## src/rtl/pipe_pkg.sv

```systemverilog
// Shared pipeline-stage definitions: occupancy state encoding and its count decode.
package pipe_pkg;

  typedef enum logic [1:0] {eEMPTY, eONE, eFULL} pipe_state_e;

  function automatic logic [1:0] occ_of(input pipe_state_e s);
    logic [1:0] occ;
    case (s)
      eONE:    occ = 2'd1;
      eFULL:   occ = 2'd2;
      default: occ = 2'd0;
    endcase
    return occ;
  endfunction

endpackage

```

## src/rtl/pipe_stage_skid.sv

```systemverilog
// Generic valid/ready stage register, 1-cycle latency, optional skid entry.
// Back-pressure: with skid, ready_o decodes from state flops only; without, ready_o follows ready_i.
module pipe_stage_skid
  import pipe_pkg::*;
#(
  parameter int width_p   = 64,
  parameter bit skid_en_p = 1'b1
) (
  input  logic               clk,
  input  logic               n_reset,
  input  logic               valid_i,
  input  logic [width_p-1:0] data_i,
  output logic               ready_o,
  input  logic               flush_i,
  output logic               valid_o,
  output logic [width_p-1:0] data_o,
  input  logic               ready_i,
  output logic [1:0]         occupancy_o
);

  pipe_state_e        r_state;
  pipe_state_e        w_state_nxt;
  logic [width_p-1:0] r_head;
  logic [width_p-1:0] w_skid_dat;
  logic               w_head_ld;
  logic               w_head_from_skid;
  logic               w_skid_ld;
  logic               w_acc;
  logic               w_emit;

  assign w_acc       = valid_i & ready_o;
  assign w_emit      = valid_o & ready_i;
  assign valid_o     = (r_state != eEMPTY);
  assign data_o      = r_head;
  assign occupancy_o = occ_of(r_state);

  always_comb begin
    w_state_nxt      = r_state;
    w_head_ld        = 1'b0;
    w_head_from_skid = 1'b0;
    w_skid_ld        = 1'b0;
    case (r_state)
      eEMPTY: begin
        if (w_acc) begin
          w_state_nxt = eONE;
          w_head_ld   = 1'b1;
        end
      end
      eONE: begin
        if (w_acc && w_emit) begin
          w_head_ld = 1'b1;
        end else if (w_acc) begin
          // Without the skid entry ready_o tracks ready_i here, so this branch is dead.
          if (skid_en_p) begin
            w_state_nxt = eFULL;
            w_skid_ld   = 1'b1;
          end
        end else if (w_emit) begin
          w_state_nxt = eEMPTY;
        end
      end
      eFULL: begin
        if (w_emit) begin
          w_state_nxt      = eONE;
          w_head_ld        = 1'b1;
          w_head_from_skid = 1'b1;
        end
      end
      default: w_state_nxt = eEMPTY;
    endcase
    // A same-cycle emit has already been consumed downstream; only held entries are dropped.
    if (flush_i) begin
      w_state_nxt = eEMPTY;
      w_head_ld   = 1'b0;
      w_skid_ld   = 1'b0;
    end
  end

  always_ff @(posedge clk or negedge n_reset) begin
    if (!n_reset) begin
      r_state <= eEMPTY;
      r_head  <= '0;
    end else begin
      r_state <= w_state_nxt;
      if (w_head_ld) begin
        r_head <= w_head_from_skid ? w_skid_dat : data_i;
      end
    end
  end

  if (skid_en_p) begin : g_skid
    logic [width_p-1:0] r_skid;

    always_ff @(posedge clk or negedge n_reset) begin
      if (!n_reset) begin
        r_skid <= '0;
      end else if (w_skid_ld) begin
        r_skid <= data_i;
      end
    end

    assign w_skid_dat = r_skid;
    assign ready_o    = (r_state != eFULL);
  end else begin : g_noskid
    logic w_skid_ld_unused;

    assign w_skid_ld_unused = w_skid_ld;
    assign w_skid_dat       = '0;
    assign ready_o          = (r_state == eEMPTY) | ready_i;
  end

endmodule

```

## config.mk

```make
export PLATFORM = sky130hd
export DESIGN_NAME = pipe_stage_skid
export DESIGN_NICKNAME = d
export VERILOG_FILES = /design/src/rtl/pipe_pkg.sv /design/src/rtl/pipe_stage_skid.sv
export SDC_FILE = /design/constraint.sdc
export NUM_CORES = 1
export LEC_CHECK = 0
export ABC_AREA = 1
export ABC_CLOCK_PERIOD_IN_PS = 1300
export CORE_MARGIN = 3
export CORE_UTILIZATION = 23
export DETAILED_ROUTE_END_ITERATION = 6
export GPL_TIMING_DRIVEN = 0
export PLACE_DENSITY_LB_ADDON = 0.12
export SYNTH_ARGS = -nofsm -noshare
export SYNTH_HDL_FRONTEND = slang
export SYNTH_SLANG_ARGS = --single-unit
```

## constraint.sdc

```tcl
create_clock -name clk -period 1.3 [get_ports clk]
set_clock_uncertainty 0.05 [all_clocks]
set_input_delay 0.26 -clock clk [delete_from_list [all_inputs] [get_ports clk]]
set_output_delay 0.26 -clock clk [all_outputs]
set_load 0.01 [all_outputs]
```

Yosys cells after proc, flatten, opt, wreduce, memory -nomap -nowiden
Cells that the tools add are included.

Equal/unequal tests: 7. Reductions and logical operators: 4. Bitwise logic cells: 2. Multiplexer cells: 18.

Operator list (number): $mux 64 (1); $mux 2 (6); $ne 3x3->1 const B (3); $mux 1 (8); $pmux 2 s3 (1); $ne 4x4->1 const B (1); $pmux 2 s2 (1); $reduce_and 4->1 (1); $pmux 1 s3 (1); $and 1x1->1 (2); $eq 2x1->1 const B (1); $eq 2x2->1 const B (1); $logic_not 2->1 (1); $ne 2x2->1 const B (1); $reduce_bool 2->1 (1); $logic_and 1x1->1 (1).

Flip-flop bits (word level): 130. Input bits: 69.

Depth between registers and ports, before layout
Depth in word-level cells: 7. Depth in mapped cells: 8.

Worst setup path after synthesis
Ideal clock, no wire load.

Path type: register -> register. Start: reg r_state[0]. End: reg g_skid.r_skid[14]. Cell stages (with the launch flop): 8. Path slack: -72 ps. Clock period less this slack: 1372 ps. Arrival: 1205 ps. Data required time: 1134 ps. Cells stage by stage: dfrtp_1 -> inv_2 -> nor2_2 -> nand4_1 -> buf_2 -> buf_2 -> nand2_1 -> nand2_1.

Word-level cells in the longest chain between the ends: 6. Elaborated cells between the ends (all ways): 10.

RTL lines: start: declaration (line pipe_stage_skid.sv:21) `pipe_state_e r_state;`; start signal: assignment (line pipe_stage_skid.sv:81) `r_state <= eEMPTY;`; start signal: assignment (line pipe_stage_skid.sv:84) `r_state <= w_state_nxt;`; $ne 2x2->1 / $reduce_bool 2->1 (equally long branches) (line pipe_stage_skid.sv:103, pipe_stage_skid.sv:33); $and 1x1->1, on equally long branches (line pipe_stage_skid.sv:31, pipe_stage_skid.sv:32); $mux 1 / $logic_and 1x1->1 (equally long branches) (line pipe_stage_skid.sv:52, pipe_stage_skid.sv:50); $mux 1 (line pipe_stage_skid.sv:50) `if (w_acc && w_emit) begin`; $mux 1 * (line pipe_stage_skid.sv:42) `case (r_state)`; $mux 1 * (line pipe_stage_skid.sv:72) `if (flush_i) begin`; end signal: assignment (line pipe_stage_skid.sv:98) `r_skid <= data_i;`; end: declaration (line pipe_stage_skid.sv:92) `logic [width_p-1:0] r_skid;`.

Every way passes the cells marked *; elsewhere a longest branch is shown, timed or not. A chain may end at the register's enable or synchronous reset.

Worst setup path in the final report
Start: reg r_state[0]. End: out valid_o.

Word-level cells in the longest chain between the ends: 1.

RTL lines: $reduce_bool 2->1 (line pipe_stage_skid.sv:33) `assign valid_o = (r_state != eEMPTY);`; end: declaration (line pipe_stage_skid.sv:15) `output logic valid_o,`.

Every way passes these cells.

==> impl_results.md <==
- Run status: finished, violations left
- Failing checks: negative hold slack, negative setup slack
- Cells after Synth: 790
- Leakage power total: 4.978 nW
- Compound-Gate Fraction of Synth Area: 0.1669%
- Initial Util: 23.61%
- CORE AREA: 0.02540 mm2
- Synth Area in XOR/XNOR: 0%
- FF+latch count, synth: 130
- Die area: 0.02805 mm2
- CTS tree: yes
- Setup crit start kind: register
- Max Freq: 0.6129 GHz
- Post-synthesis adder-cell area fraction: 0%
- Commonest non-fill, non-tap cell in the layout: nand2_1
- Fin. Hold Viols: 64
- Syn-to-layout area delta: 59.98%
- Final Max Slew Viols: 0
- DR WL/cell: 15.94 um
- Clock buffer depth: 2
- Crit path kind: reg2out
- Clock transition at path regs: 0.06 ns
- Headroom to the max-slew limit: 56.60%
- All-Layer GR Usage: 14.76%
- Pwr dens: 1721 mW/mm2
- Synthesized area: 0.005997 mm2
- Vias/cell: 4.283
- CTS root buf: clkbuf_16
- Worst skew pair latency: 0.42 ns
- Final HPWL DP: 13100 um
- CTS H-tree depth: 4
- Core Util, Final: 37.77%
- Final WS setup: -0.3317 ns
- Die height: 167.5 um
- Part of the cycle the worst path needs: 125.5%
- Final Setup Violations: 133
- Worst Hold Class: in2async
- Final ANT Viol Nets: 0
- Pre-antenna DRT Iters: 4
- Clock sink count: 130
- DIE WIDTH: 167.5 um
- Final wirelength: 21320 um
- Clk pwr share: 32.0%
- Num rows: 58
- Critical Path End Type: primary output
- First-pass GRT wire length: 32570 um
- Nets: 1062
- Flop2flop setup slack: -0.29 ns
- Max Cap Viol: 0
- Most frequent cells in the layout: 382 x nand2_1, 128 x dfrtp_1, 127 x nand3_1
- Via count: 5726
- Switching share of power: 32.12%
- Sequential Power Share: 40.2%
- Worst EP required: 0.99 ns
- Fill count: 2652
- DR DRC count: 0
- Net Sw Power: 0.005306 W
- Syn avg cell area: 7.591 um2
- Post-synthesis mux area share: 0%
- Unique cell type count in the Yosys netlist: 15
- # IOs: 137
- WHS: -0.2160 ns
- GP Congestion: 0.7524
- Yosys warnings: 0
- Worst Path Arrival: 1.32 ns
- Simple-Gate Fraction of Synth Area: 40.23%
- Vias in the first global route: 5668
- Synthesized net count: 859
- Main combinational cell family by area after synthesis: simple AND/OR/NAND/NOR gates
- CTS buffer count: 17
- Seq/Total Area, Yosys: 54.25%
- Final min period: 1.632 ns
- Total gr overflow: 0
- Power share of the combinational group: 27.8%
- Int Power: 0.01121 W
- 1st-iter DRT viols: 292
- Largest net degree at the start of global routing: 67
- Worst Tran Pin Value: 0.6511 ns
- RSZ-0062 raised after global routing: yes
- Antenna violations before repair: 1
- CP max FO: 7
- Dpl ws: -1.109 ns
- Max IR drop VDD: 0.6453 mV
- Share of layout cells above drive strength 1: 29.32%
- IO buf count: 136
==> stage by stage <==
step / cells / setup TNS [ns] / hold slack (ns) / power (W) / instance area, um2
CTS: 1306 / -32.92 / -0.2054 / 0.01569 / 8870
global placement: 1256 / -887.42 / 0.4048 / 0.01028 / 7814
finish: 1337 / -31.96 / -0.2160 / 0.01652 / 9594
floorplan: 790 / -2.195 / -0.08559 / 0.008219 / 6040
detailed placement: 1257 / -109.14 / 0.2630 / 0.01032 / 7843
global route: 1337 / -40.50 / -0.1801 / 0.01762 / 9594
==> layer usage <==
metal	global-route usage (%)	wire length, um
met1	20.44	10220
met2	23.41	9870
met3	3.517	1020
met4	3.700	201
met5	0	0
==> power by group through the flow <==
stage	registers, W	logic [W]	clock network, W
finish	0.00665	0.00459	0.00528
global route	0.00686	0.00515	0.00561
CTS	0.00637	0.00386	0.00546
detailed placement	0.00643	0.00389	0
global placement	0.00644	0.00384	0
floorplan	0.00652	0.00170	0
==> path summary, 6_finish.rpt <==
| path | start | cells after the start | end |
|---|---|---|---|
| max in group asynchronous | n_reset | 2 | r_state[1] |
| worst min register to register | data_o[34] | 2 | data_o[34] |
| worst max-delay path | r_state[0] | 4 | valid_o |
| min in group clk | ready_i | 4 | r_state[1] |
| worst max register to register | r_state[1] | 8 | g_skid.r_skid[54] |
| worst min-delay path | n_reset | 1 | data_o[29] |
==> worst max-delay path, cell delays in order (launching register included) <==
cell and delay, ns:
dfrtp_2 0.48, buf_6 0.15, nor2_4 0.10, inv_2 0.05, buf_6 0.11
==> cell usage after synthesis <==
cell / instances / area share [%]
nand2_1: 458 / 29
nand3_1: 132 / 11
dfrtp_1: 130 / 54
buf_2: 29 / 2.4
buf_1: 7 / 0.44
buf_4: 7 / 0.88
clkbuf_1: 7 / 0.44
buf_6: 4 / 0.75
inv_1: 4 / 0.25
nor2_1: 4 / 0.25
inv_2: 3 / 0.19
o21ai_0: 2 / 0.17
nand4_1: 1 / 0.10
nor2_2: 1 / 0.10
nor3_1: 1 / 0.083
==> what timing repair did <==
action                                  4_1_cts  5_1_grt
buffers inserted                             13       19
endpoints found under the setup margin      197      195
gates cloned                                  5       11
pin swaps                                     7       21
endpoints found under the hold margin        64       64
gates resized for setup                     216      246
==> cells by family (layout without fill, tap and decap cells) <==
kind of cell / count (synthesis) / after routing
AOI/OAI and AO/OA: 2 / 2
buffers and inverters: 61 / 276
DFF: 130 / 130
other: 0 / 1
and+or+nand+nor: 597 / 598
==> flip-flops by register name, summed over array words and instances (netlist names) <==
register,count
data_o,64
g_skid.r_skid,64
r_state,2
==> layout make-up <==
cell class / instances / area [um2] / area share, %
Clock inverter: 14 / 202.7 / 2.113
Antenna cell: 1 / 2.502 / 0.02608
Sequential cell: 130 / 3256 / 33.93
Clock buffer: 18 / 439.2 / 4.577
Multi-Input combinational cell: 600 / 2818 / 29.37
Inverter: 7 / 45.04 / 0.4695
Buffer: 54 / 616.8 / 6.429
Timing Repair Buffer: 183 / 1802 / 18.78
Tap cell: 330 / 412.9 / 4.304
Power figures use the tool's default switching activity.
